## src/rtl/prim_shadow_writer_pkg.sv

```systemverilog
// prim_shadow_writer_pkg: status codes and FSM state encoding shared by the shadow-register writer.
package prim_shadow_writer_pkg;

    typedef enum logic [1:0] {
        OK       = 2'd0,
        UPD_ERR  = 2'd1,
        MISMATCH = 2'd2,
        TIMEOUT  = 2'd3
    } shadow_wr_status_e;

    // Sparse codes: a corrupted state word lands in the default branch and recovers to IDLE.
    typedef enum logic [5:0] {
        IDLE = 6'b001101,
        CLR  = 6'b010110,
        WR0  = 6'b100011,
        WR1  = 6'b111000,
        VFY  = 6'b011011,
        RESP = 6'b101110
    } shadow_wr_state_e;

    function automatic logic is_read_state(shadow_wr_state_e s);
        return (s == CLR) || (s == VFY);
    endfunction

    function automatic logic is_write_state(shadow_wr_state_e s);
        return (s == WR0) || (s == WR1);
    endfunction

endpackage

```

## src/rtl/prim_shadow_writer_if.sv

```systemverilog
// prim_shadow_writer_if: update request/response and req/gnt register-bus signals of the shadow writer.
interface prim_shadow_writer_if import prim_shadow_writer_pkg::*; #(
    parameter int unsigned AW = 8,
    parameter int unsigned DW = 32
) ();
    logic              upd_valid_i;
    logic              upd_ready_o;
    logic [AW-1:0]     upd_addr_i;
    logic [DW-1:0]     upd_data_i;
    logic              done_o;
    shadow_wr_status_e status_o;
    logic              bus_req_o;
    logic              bus_we_o;
    logic [AW-1:0]     bus_addr_o;
    logic [DW-1:0]     bus_wdata_o;
    logic              bus_gnt_i;
    logic              bus_rvalid_i;
    logic [DW-1:0]     bus_rdata_i;
    logic              err_update_i;
    logic              err_storage_i;

    modport master (
        input  upd_valid_i, upd_addr_i, upd_data_i, bus_gnt_i, bus_rvalid_i, bus_rdata_i,
               err_update_i, err_storage_i,
        output upd_ready_o, done_o, status_o, bus_req_o, bus_we_o, bus_addr_o, bus_wdata_o
    );

    modport slave (
        output upd_valid_i, upd_addr_i, upd_data_i, bus_gnt_i, bus_rvalid_i, bus_rdata_i,
               err_update_i, err_storage_i,
        input  upd_ready_o, done_o, status_o, bus_req_o, bus_we_o, bus_addr_o, bus_wdata_o
    );
endinterface

```

## src/rtl/prim_shadow_wr_timer.sv

```systemverilog
// prim_shadow_wr_timer: per-access wait counter; expire_o fires on the TimeoutCycles-th waiting cycle.
module prim_shadow_wr_timer #(
    parameter int unsigned TimeoutCycles = 255
) (
    input  logic clk_i,
    input  logic rst_i,
    input  logic load_i,
    input  logic count_i,
    output logic expire_o
);
    localparam int unsigned W = $clog2(TimeoutCycles + 1);
    localparam logic [W-1:0] Last = W'(TimeoutCycles - 1);

    logic [W-1:0] cnt_q;

    assign expire_o = count_i && (cnt_q == Last);

    always_ff @(posedge clk_i or posedge rst_i) begin
        if (rst_i) begin
            cnt_q <= '0;
        end else if (load_i) begin
            cnt_q <= '0;
        end else if (count_i && !expire_o) begin
            cnt_q <= cnt_q + 1'b1;
        end
    end
endmodule

```

## src/rtl/prim_shadow_writer.sv

```systemverilog
// prim_shadow_writer: clear-phase read, two identical writes, verify read of a shadowed register.
// Optional macro PRIM_SHADOW_WRITER_RETRY_EN: retry the full sequence on a verify mismatch.
module prim_shadow_writer import prim_shadow_writer_pkg::*; #(
    parameter int unsigned AW            = 8,
    parameter int unsigned DW            = 32,
    parameter int unsigned TimeoutCycles = 255,
    parameter int unsigned MaxRetries    = 1
) (
    input  logic                 clk_i,
    input  logic                 rst_i,
    prim_shadow_writer_if.master sw
);
`ifdef PRIM_SHADOW_WRITER_RETRY_EN
    localparam bit RetryEn = 1'b1;
`else
    localparam bit RetryEn = 1'b0;
`endif
    localparam int unsigned RW = (MaxRetries > 0) ? $clog2(MaxRetries + 1) : 1;

    shadow_wr_state_e  state_q, state_d;
    shadow_wr_status_e status_q, status_d;
    logic [AW-1:0]     addr_q;
    logic [DW-1:0]     data_q;
    logic [RW-1:0]     retry_q;
    logic              pend_q, pend_d;
    logic              stor_q;
    logic              in_read, in_write, waiting, expire, accept, retry_take, retry_ok, verify_bad;

    assign in_read    = is_read_state(state_q);
    assign in_write   = is_write_state(state_q);
    // pend_q: read granted, now waiting for rvalid with the request already dropped
    assign waiting    = (in_read || in_write) && (pend_q ? !sw.bus_rvalid_i : !sw.bus_gnt_i);
    assign verify_bad = (sw.bus_rdata_i != data_q) || sw.err_storage_i || stor_q;
    assign retry_ok   = RetryEn && (retry_q < RW'(MaxRetries));

    prim_shadow_wr_timer #(
        .TimeoutCycles(TimeoutCycles)
    ) u_timer (
        .clk_i    (clk_i),
        .rst_i    (rst_i),
        .load_i   (state_d != state_q),
        .count_i  (waiting),
        .expire_o (expire)
    );

    always_comb begin
        state_d    = state_q;
        status_d   = status_q;
        pend_d     = pend_q;
        accept     = 1'b0;
        retry_take = 1'b0;
        case (state_q)
            IDLE: begin
                if (sw.upd_valid_i) begin
                    accept   = 1'b1;
                    status_d = OK;
                    state_d  = CLR;
                end
            end
            CLR: begin
                if (!pend_q && sw.bus_gnt_i) begin
                    pend_d = 1'b1;
                end else if (pend_q && sw.bus_rvalid_i) begin
                    pend_d  = 1'b0;
                    state_d = WR0;
                end
            end
            WR0: if (sw.bus_gnt_i) state_d = WR1;
            WR1: begin
                if (sw.bus_gnt_i) begin
                    state_d = sw.err_update_i ? RESP : VFY;
                    if (sw.err_update_i) status_d = UPD_ERR;
                end
            end
            VFY: begin
                if (!pend_q && sw.bus_gnt_i) begin
                    pend_d = 1'b1;
                end else if (pend_q && sw.bus_rvalid_i) begin
                    pend_d = 1'b0;
                    if (!verify_bad) begin
                        state_d = RESP;
                    end else if (retry_ok) begin
                        retry_take = 1'b1;
                        state_d    = CLR;
                    end else begin
                        status_d = MISMATCH;
                        state_d  = RESP;
                    end
                end
            end
            RESP:    state_d = IDLE;
            default: state_d = IDLE;
        endcase
        // expire can only fire while an access is still outstanding, so it overrides any advance
        if (expire) begin
            pend_d   = 1'b0;
            status_d = TIMEOUT;
            state_d  = RESP;
        end
    end

    always_ff @(posedge clk_i or posedge rst_i) begin
        if (rst_i) begin
            state_q  <= IDLE;
            status_q <= OK;
            pend_q   <= 1'b0;
            stor_q   <= 1'b0;
            addr_q   <= '0;
            data_q   <= '0;
            retry_q  <= '0;
        end else begin
            state_q  <= state_d;
            status_q <= status_d;
            pend_q   <= pend_d;
            stor_q   <= (state_q == VFY) && (stor_q || sw.err_storage_i);
            if (accept) begin
                addr_q  <= sw.upd_addr_i;
                data_q  <= sw.upd_data_i;
                retry_q <= '0;
            end else if (retry_take) begin
                retry_q <= retry_q + 1'b1;
            end
        end
    end

    assign sw.upd_ready_o = (state_q == IDLE);
    assign sw.done_o      = (state_q == RESP);
    assign sw.status_o    = status_q;
    assign sw.bus_req_o   = (in_read || in_write) && !pend_q;
    assign sw.bus_we_o    = in_write;
    assign sw.bus_addr_o  = addr_q;
    assign sw.bus_wdata_o = data_q;
endmodule

```

## src/flat_wrapper.sv

```systemverilog
// flat-port wrapper written by rule: the top's interface ports become plain ports
module prim_shadow_writer_flat import prim_shadow_writer_pkg::*;
#(
    parameter int unsigned AW            = 8,
    parameter int unsigned DW            = 32,
    parameter int unsigned TimeoutCycles = 255,
    parameter int unsigned MaxRetries    = 1
)
  (clk_i, rst_i, sw_upd_valid_i, sw_upd_addr_i, sw_upd_data_i, sw_bus_gnt_i, sw_bus_rvalid_i, sw_bus_rdata_i, sw_err_update_i, sw_err_storage_i, sw_upd_ready_o, sw_done_o, sw_status_o, sw_bus_req_o, sw_bus_we_o, sw_bus_addr_o, sw_bus_wdata_o);
  prim_shadow_writer_if #(.AW(AW), .DW(DW)) sw_i ();
  input  logic clk_i;
  input  logic rst_i;
  input wire logic [$bits(sw_i.upd_valid_i)-1:0] sw_upd_valid_i;
  input wire logic [$bits(sw_i.upd_addr_i)-1:0] sw_upd_addr_i;
  input wire logic [$bits(sw_i.upd_data_i)-1:0] sw_upd_data_i;
  input wire logic [$bits(sw_i.bus_gnt_i)-1:0] sw_bus_gnt_i;
  input wire logic [$bits(sw_i.bus_rvalid_i)-1:0] sw_bus_rvalid_i;
  input wire logic [$bits(sw_i.bus_rdata_i)-1:0] sw_bus_rdata_i;
  input wire logic [$bits(sw_i.err_update_i)-1:0] sw_err_update_i;
  input wire logic [$bits(sw_i.err_storage_i)-1:0] sw_err_storage_i;
  output wire logic [$bits(sw_i.upd_ready_o)-1:0] sw_upd_ready_o;
  output wire logic [$bits(sw_i.done_o)-1:0] sw_done_o;
  output wire logic [$bits(sw_i.status_o)-1:0] sw_status_o;
  output wire logic [$bits(sw_i.bus_req_o)-1:0] sw_bus_req_o;
  output wire logic [$bits(sw_i.bus_we_o)-1:0] sw_bus_we_o;
  output wire logic [$bits(sw_i.bus_addr_o)-1:0] sw_bus_addr_o;
  output wire logic [$bits(sw_i.bus_wdata_o)-1:0] sw_bus_wdata_o;
  assign sw_i.upd_valid_i = sw_upd_valid_i;
  assign sw_i.upd_addr_i = sw_upd_addr_i;
  assign sw_i.upd_data_i = sw_upd_data_i;
  assign sw_i.bus_gnt_i = sw_bus_gnt_i;
  assign sw_i.bus_rvalid_i = sw_bus_rvalid_i;
  assign sw_i.bus_rdata_i = sw_bus_rdata_i;
  assign sw_i.err_update_i = sw_err_update_i;
  assign sw_i.err_storage_i = sw_err_storage_i;
  assign sw_upd_ready_o = sw_i.upd_ready_o;
  assign sw_done_o = sw_i.done_o;
  assign sw_status_o = sw_i.status_o;
  assign sw_bus_req_o = sw_i.bus_req_o;
  assign sw_bus_we_o = sw_i.bus_we_o;
  assign sw_bus_addr_o = sw_i.bus_addr_o;
  assign sw_bus_wdata_o = sw_i.bus_wdata_o;
  prim_shadow_writer #(.AW(AW), .DW(DW), .TimeoutCycles(TimeoutCycles), .MaxRetries(MaxRetries)) u_core (.clk_i(clk_i), .rst_i(rst_i), .sw(sw_i));
endmodule
```

## config.mk

```make
export PLATFORM = sky130hd
export DESIGN_NAME = prim_shadow_writer_flat
export DESIGN_NICKNAME = d
export VERILOG_FILES = /design/src/rtl/prim_shadow_writer_pkg.sv /design/src/rtl/prim_shadow_writer_if.sv /design/src/rtl/prim_shadow_wr_timer.sv /design/src/rtl/prim_shadow_writer.sv /design/src/flat_wrapper.sv
export SDC_FILE = /design/constraint.sdc
export NUM_CORES = 1
export LEC_CHECK = 0
export CAP_MARGIN = 15
export CELL_PAD_IN_SITES_DETAIL_PLACEMENT = 1
export CELL_PAD_IN_SITES_GLOBAL_PLACEMENT = 1
export CORE_MARGIN = 2
export CORE_UTILIZATION = 36
export CTS_BUF_LIST = sky130_fd_sc_hd__clkbuf_16
export DETAILED_ROUTE_END_ITERATION = 8
export PLACE_DENSITY = 0.95
export SYNTH_ARGS = -nofsm -noshare
export SYNTH_HDL_FRONTEND = slang
export SYNTH_SLANG_ARGS = --single-unit
```

## constraint.sdc

```tcl
create_clock -name clk_i -period 4 [get_ports clk_i]
set_clock_uncertainty 0.05 [all_clocks]
set_input_delay 0.4 -clock clk_i [delete_from_list [all_inputs] [get_ports clk_i]]
set_output_delay 0.4 -clock clk_i [all_outputs]
set_load 0.03 [all_outputs]
```

==> impl_metrics.py, run 1 <==
metrics = {
    "cts": {
        "post_cts_resized": 0,
        "cts_tree": "done",
        "cts.path.max_buffers": 2,
        "clk_latency_ps": 320,
        "root_buffer": "clkbuf_16",
        "cts.clk_slew.worst_paths_ps": 50,
        "htreeDepth": 3,
        "cts_setup_buffers": 0,
        "clock-sinks": 58,
        "holdBufCountCts": 0,
        "numCtsBuffers": 9,
    },
    "power": {
        "total_power_mw": 3.68,
        "vdd_drop_max_v": 0.000483,
        "p_leak_nw": 1.95,
        "pwr_density_cell_nw_per_um2": 765,
    },
    "placed_design": {
        "place_inst": 505,
        "post-dp-hpwl_um": 7990,
        "gp_congestion": 0.878,
        "portBuffers": 124,
    },
    "yosys": {
        "syn_inst": 280,
        "synth_flop_cell": "dfrtp_1",
        "synth_xor_area_share_pct": 10.6,
        "synth.avg_cell_area_sq_um": 11.5,
        "synth_edf_count": 0,
        "synthMuxAreaShare_pct": 14.7,
        "synthesis.nets": 361,
        "seq_area_frac_synth_pct": 45.3,
        "synth_compound_area_share_pct": 7.99,
        "ys_warn_count": 0,
        "synth_top_area_share_pct": 42.9,
        "ys_top_cells_by_area": "dfrtp_1 43%, mux2_2 14%, xor2_1 5.7%, xnor2_1 4.9%, dfstp_2 2.5%",
        "synthAdderAreaFrac_pct": 0.780,
        "yosys.area.top_type": "dfrtp_1",
        "synth_cell_type_count": 56,
        "synth-simple-area-share_pct": 17.5,
        "netlist_area_sq_um": 3210,
        "synthArstFlopShare_pct": 100,
        "synth_top_family_by_area": "simple AND/OR/NAND/NOR gates",
        "ys_seq_elements": 58,
    },
    "global_route": {
        "grt_usage_pct": 22.3,
        "grt_pass1_wl_um": 16900,
        "antenna_found_initial": 0,
        "grt_pass1_vias": 3216,
        "grt.overflow.total": 0,
        "grt_max_degree": 35,
    },
    "critical_path": {
        "r2r_end": "u_core.u_timer.cnt_q[1]$_DFFE_PP0P_",
        "setup.worst_path.start": "u_core.state_q[2]$_DFF_PP1_",
        "cpMaxStageDelayCell": "clkdlybuf4s50_1",
        "critical_path_class": "reg -> out",
        "reg2reg_from": "u_core.state_q[4]$_DFF_PP0_",
        "cp_max_fo": 10,
        "slowest_delay_ps": 690,
        "arrival_ps": 2540,
        "cp-start-kind": "flip-flop",
        "path_buf_inv": 1,
        "reg2regPathDepth": 6,
        "reg2reg_setup_slack_ps": 1480,
        "cp_cell_sequence": "or3b_1 > a211o_4 > a21oi_1 > clkdlybuf4s50_1",
        "critPathCapture": "sw_bus_req_o",
        "critPathRequiredTime_ps": 3550,
        "cpLargestDelayFamily": "buffers and inverters",
        "end_kind": "output port",
        "worst-path-stages": 4,
    },
    "die": {
        "start_util_pct": 37.0,
        "fp-row-count": 34,
        "io_pins": 125,
        "coreArea_sq_um": 8680,
        "die-area_sq_um": 9690,
        "die_x_um": 98.4,
        "die_h_um": 98.4,
    },
    "timing": {
        "finalSetupViolations": 0,
        "finalCriticalPeriod_ps": 2990,
        "relSlewSlack_pct": 50.4,
        "rsz0062_at_grt": "false",
        "fin_setup_tns_ps": 0,
        "timing.hold.ws_ps": 453,
        "finalMaxSlewViolations": 0,
        "fmax_mhz": 334,
        "tightest_slew_ps": 743,
        "finalCritPeriodShare_pct": 74.9,
        "hold_viol_final": 0,
    },
    "layout": {
        "diodes": 0,
        "area.sequential_sq_um": 1460,
        "nNetsFinal": 489,
        "fillerInstances": 945,
        "fin_cells": 521,
        "multi_input_area_sq_um": 1660,
        "synthToLayoutAreaGrowth_pct": 49.8,
        "drive_gt1_share_pct": 18.6,
    },
    "hold_path": {
        "min_path_type": "reg -> reg",
    },
    "drt": {
        "drc": 0,
        "via_count": 2785,
        "routedWlPerCell_um": 19.7,
        "ant_nets": 0,
        "routed_wl_um": 10300,
        "viasPerCell": 5.35,
        "dr.pass1.iters": 4,
        "drt_iter0_markers": 71,
    },
    "run": {
        "maxCapViolCount": 0,
    },
    "run_status": {
        "status": "finished clean",
    },
}
per-layer routing:
layer	GRT usage, %	wire length, um
met5	0	0
met3	7.16	666
met1	24.2	3800
met4	9.69	367
met2	39.9	5440
registers in the layout, summed over array words and instances (netlist names):
register               flops
u_core.pend_q              1
u_core.state_q             6
u_core.stor_q              1
u_core.sw.bus_addr_o       8
u_core.sw.bus_wdata_o     32
u_core.sw.status_o         2
u_core.u_timer.cnt_q       8
stage by stage:
step	utilization [%]	worst slack, ps	cell area (sq um)
2_1_floorplan	-	1730	3210
3_3_place_gp	52.5	1360	4550
3_5_place_dp	52.5	1350	4550
4_1_cts	55.4	1010	4810
5_1_grt	55.4	939	4810
6_report	55.4	1010	4810
power by group:
| group | total (mW) | internal (mW) | switching, mW | leakage [nW] |
|---|---|---|---|---|
| sequential | 1.08 | 0.838 | 0.246 | 0.707 |
| combinational | 1.93 | 0.897 | 1.03 | 1.10 |
| clock | 0.664 | 0.405 | 0.259 | 0.140 |
| total | 3.68 | 2.14 | 1.54 | 1.95 |
cells in the mapped netlist (2+ instances only):
| master | number |
|---|---|
| dfrtp_1 | 55 |
| mux2_2 | 40 |
| xor2_1 | 21 |
| xnor2_1 | 18 |
| nor2_1 | 13 |
| nand2_1 | 12 |
| nand4_1 | 10 |
| buf_2 | 9 |
| inv_1 | 9 |
| nand3_1 | 7 |
| nor3_2 | 6 |
| nor4_1 | 6 |
| and3_1 | 5 |
| and2_1 | 4 |
| nor3_1 | 4 |
| o21ai_0 | 4 |
| a21oi_1 | 3 |
| a31oi_1 | 3 |
| dfstp_2 | 3 |
| and4bb_1 | 2 |
| ha_1 | 2 |
| mux2i_1 | 2 |
| nand2b_1 | 2 |
| nand3_2 | 2 |
| nand4bb_1 | 2 |
| nor2b_1 | 2 |
| nor3b_1 | 2 |
| nor4bb_1 | 2 |
| o21a_1 | 2 |
| o31a_1 | 2 |
how the worst min path moves through the flow:
stage	to	from	depth (start not counted)	slack (ps)
2_1_floorplan	u_core.stor_q$_DFF_PP0_	u_core.stor_q$_DFF_PP0_	2	400
3_3_place_gp	u_core.stor_q$_DFF_PP0_	u_core.stor_q$_DFF_PP0_	2	410
3_5_place_dp	u_core.sw.bus_addr_o[6]$_DFFE_PP0P_	u_core.sw.bus_addr_o[6]$_DFFE_PP0P_	1	450
4_1_cts	u_core.sw.bus_addr_o[6]$_DFFE_PP0P_	u_core.sw.bus_addr_o[6]$_DFFE_PP0P_	1	460
5_1_grt	u_core.sw.bus_addr_o[6]$_DFFE_PP0P_	u_core.sw.bus_addr_o[6]$_DFFE_PP0P_	1	460
6_report	u_core.sw.bus_addr_o[6]$_DFFE_PP0P_	u_core.sw.bus_addr_o[6]$_DFFE_PP0P_	1	450
layout make-up:
class	instances	area share, %
multi-input combinational	202	34.5
sequential	58	30.3
timing repair buffer	128	26.4
clock buffer	9	4.69
tap	108	2.81
inverter	9	0.703
clock inverter	7	0.625
layout by cell type, fill, tap and decap left out, types with 3 or more instances in the layout:
cell | netlist | layout
nor4_1 | 6 | 6
inv_1 | 9 | 11
dfrtp_1 | 55 | 55
and3_1 | 5 | 5
nand4_1 | 10 | 10
nand2_1 | 12 | 12
dfstp_2 | 3 | 3
clkbuf_16 | 0 | 9
nor3_2 | 6 | 6
nor2_1 | 13 | 13
xnor2_1 | 18 | 18
xor2_1 | 21 | 21
mux2_2 | 40 | 40
a21oi_1 | 3 | 3
a31oi_1 | 3 | 3
nand3_1 | 7 | 7
clkdlybuf4s50_1 | 0 | 124
buf_4 | 1 | 4
and2_1 | 4 | 4
clkinv_2 | 0 | 3
nor3_1 | 4 | 4
o21ai_0 | 4 | 4
logic make-up (layout without fill, tap and decap cells):
| kind of cell | count (synthesis) | after routing |
|---|---|---|
| XOR/XNOR | 39 | 39 |
| AO/OA/AOI/OAI | 30 | 30 |
| AND/OR/NAND/NOR | 89 | 89 |
| adder cells (fa/ha/maj) | 2 | 2 |
| multiplexers | 42 | 42 |
| buffers and inverters | 20 | 153 |
| flip-flops | 58 | 58 |
No activity file was read; power rests on OpenSTA's default activity.
==> run 2, diff against run 1 <==
CORE_UTILIZATION = 30   (was 36)
PLACE_DENSITY = 0.87   (was 0.95)
clock period = 2.4 ns   (was 4 ns; I/O delays follow)
==> run 2 against run 1 <==
Utilization fell by 6.2 points. Largest power group unchanged. Global-route usage fell by 3.5 points. Critical path depth rose by 4. First-iteration DRC count rose by 7.0%. Critical endpoint is now u_core.u_timer.cnt_q[0]$_DFFE_PP0P_. Total power rose by 73%. Sequential power rose by 67%. Worst setup slack got worse by 960 ps. Sequential share of layout area fell by 1.7 points. Highest routed layer unchanged. Die area rose by 19%. Final area rose by 6.0%. Clock power rose by 82%.
==> impl_metrics.py, run 2 (synthesis gave the netlist of run 1 again) <==
metrics = {
    "die": {
        "coreArea_sq_um": 10400,
        "die_x_um": 107,
        "start_util_pct": 30.9,
        "die-area_sq_um": 11500,
        "fp-row-count": 37,
        "die_h_um": 107,
        "io_pins": 125,
    },
    "critical_path": {
        "cp_max_fo": 6,
        "slowest_delay_ps": 390,
        "reg2reg_setup_slack_ps": 40,
        "end_kind": "flip-flop",
        "cpLargestDelayFamily": "compound AO/OA/AOI/OAI gates",
        "path_buf_inv": 2,
        "arrival_ps": 2540,
        "cp_cell_sequence": "buf_2 > buf_4 > or3b_4 > a211o_4 > a21oi_4 > xnor2_1 > o2111ai_1 > nor3b_2",
        "cpMaxStageDelayCell": "dfstp_2",
        "critPathRequiredTime_ps": 2580,
        "critical_path_class": "reg -> reg",
        "cp-start-kind": "flip-flop",
    },
    "layout": {
        "nNetsFinal": 506,
        "fin_cells": 566,
        "diodes": 0,
        "drive_gt1_share_pct": 24.4,
        "final_cell_mix": "121 x clkdlybuf4s50_1, 55 x dfrtp_1, 40 x mux2_2",
        "synthToLayoutAreaGrowth_pct": 58.8,
        "largest_register_ffs": 32,
        "layout.cells.most_common": "clkdlybuf4s50_1",
    },
    "global_route": {
        "antenna_found_initial": 0,
        "grt_usage_pct": 18.9,
        "grt_pass1_vias": 3114,
        "grt.overflow.total": 0,
        "grt_pass1_wl_um": 16500,
        "grt_max_degree": 38,
    },
    "timing": {
        "rsz0062_at_grt": "true",
        "tightest_slew_ps": 561,
        "finalCriticalPeriod_ps": 2360,
        "relSlewSlack_pct": 62.2,
        "finalMaxSlewViolations": 0,
        "finalSetupViolations": 0,
        "hold_viol_final": 0,
        "worst_slack_ps": 42.2,
        "fmax_mhz": 424,
        "finalCritPeriodShare_pct": 98.2,
    },
    "cts": {
        "cts.clk_slew.worst_paths_ps": 50,
        "htreeDepth": 3,
        "cts.path.max_buffers": 2,
        "holdBufCountCts": 0,
        "numCtsBuffers": 9,
        "root_buffer": "clkbuf_16",
        "clk_latency_ps": 320,
        "cts_tree": "done",
        "clock-sinks": 58,
    },
    "hold_path": {
        "min_path_type": "in -> async",
    },
    "power": {
        "p_leak_nw": 2.06,
        "power_frac_comb_pct": 52.6,
        "intPower_mw": 3.76,
        "switching_power_mw": 2.59,
        "p_clk_share_pct": 19.0,
        "switching_share_pct": 40.7,
        "vdd_drop_max_v": 0.000731,
        "pwr-share-seq_pct": 28.4,
        "pwr_density_cell_nw_per_um2": 1250,
    },
    "placed_design": {
        "place_inst": 544,
        "place_ws_ps": 3.02,
        "post-dp-hpwl_um": 7980,
        "gp_congestion": 0.883,
        "portBuffers": 124,
    },
    "drt": {
        "routed_wl_um": 10500,
        "dr.pass1.iters": 4,
        "via_count": 2856,
        "drc": 0,
        "drt_iter0_markers": 76,
        "ant_nets": 0,
        "viasPerCell": 5.05,
        "routedWlPerCell_um": 18.5,
    },
    "run": {
        "maxCapViolCount": 0,
    },
    "run_status": {
        "status": "finished clean",
    },
}
[run 2: worst paths after layout]
kind | depth (start not counted) | start | to
max in group asynchronous | 3 | rst_i | u_core.sw.bus_wdata_o[23]$_DFFE_PP0P_
setup / recovery | 8 | u_core.state_q[3]$_DFF_PP1_ | u_core.u_timer.cnt_q[0]$_DFFE_PP0P_
min in group clk_i | 1 | u_core.sw.bus_addr_o[4]$_DFFE_PP0P_ | u_core.sw.bus_addr_o[4]$_DFFE_PP0P_
hold / removal | 2 | rst_i | u_core.sw.bus_addr_o[0]$_DFFE_PP0P_
hold reg to reg | 1 | u_core.sw.bus_addr_o[4]$_DFFE_PP0P_ | u_core.sw.bus_addr_o[4]$_DFFE_PP0P_
setup reg to reg | 8 | u_core.state_q[3]$_DFF_PP1_ | u_core.u_timer.cnt_q[0]$_DFFE_PP0P_
[run 2: cell type report]
class | instances | area, sq um
Inverter | 9 | 33.8
Fill cell | 1132 | 5270
Clock buffer | 9 | 225
Sequential cell | 58 | 1460
Timing Repair Buffer | 145 | 1430
Clock inverter | 7 | 53.8
Multi-Input combinational cell | 202 | 1730
Tap cell | 136 | 170
[run 2: power by group through the flow]
stage	Combinational, mW	Clock, mW	Sequential [mW]
after CTS	3.27	1.24	1.81
after global routing	3.54	1.28	1.87
after floorplan	1.33	0	2.41
after detailed placement	3.26	0	1.82
after global placement	3.17	0	1.78
final	3.34	1.21	1.80
[run 2: timing repair]
action                     in CTS  in global routing
pin swaps                       1                  3
cloned                          0                  0
setup endpoints to repair       2                 10
setup buffers                   1                  5
resized for setup               1                 18
[run 2: worst reg2reg max path, delay by kind of cell, from the launching register on]
| family | cells | cell delay, ps |
|---|---|---|
| compound gates | 3 | 750 |
| simple gates | 2 | 620 |
| flops | 1 | 390 |
| buf+inv | 2 | 300 |
| xor+xnor | 1 | 150 |
[run 2: stage by stage]
stage               utilization [%]  power, mW  setup TNS (ps)  hold WS (ps)  area (sq um)
detailed placement             45.1       5.07               0           447          4680
global placement               45.1       4.95               0           424          4680
floorplan                         -       3.75               0           329          3210
finish                         49.2       6.35               0           233          5100
global route                   49.2       6.69            -389           265          5100
CTS                            48.0       6.32               0           241          4970
[run 2: routing by layer]
| layer | global-route usage [%] | part of all wire (%) | vias to the layer above |
|---|---|---|---|
| li1 | - | - | 1303 |
| met1 | 22.3 | 41 | 1433 |
| met2 | 32.3 | 51 | 106 |
| met3 | 6.23 | 7.1 | 14 |
| met4 | 6.14 | 1.3 | 0 |
| met5 | 0 | 0 | - |
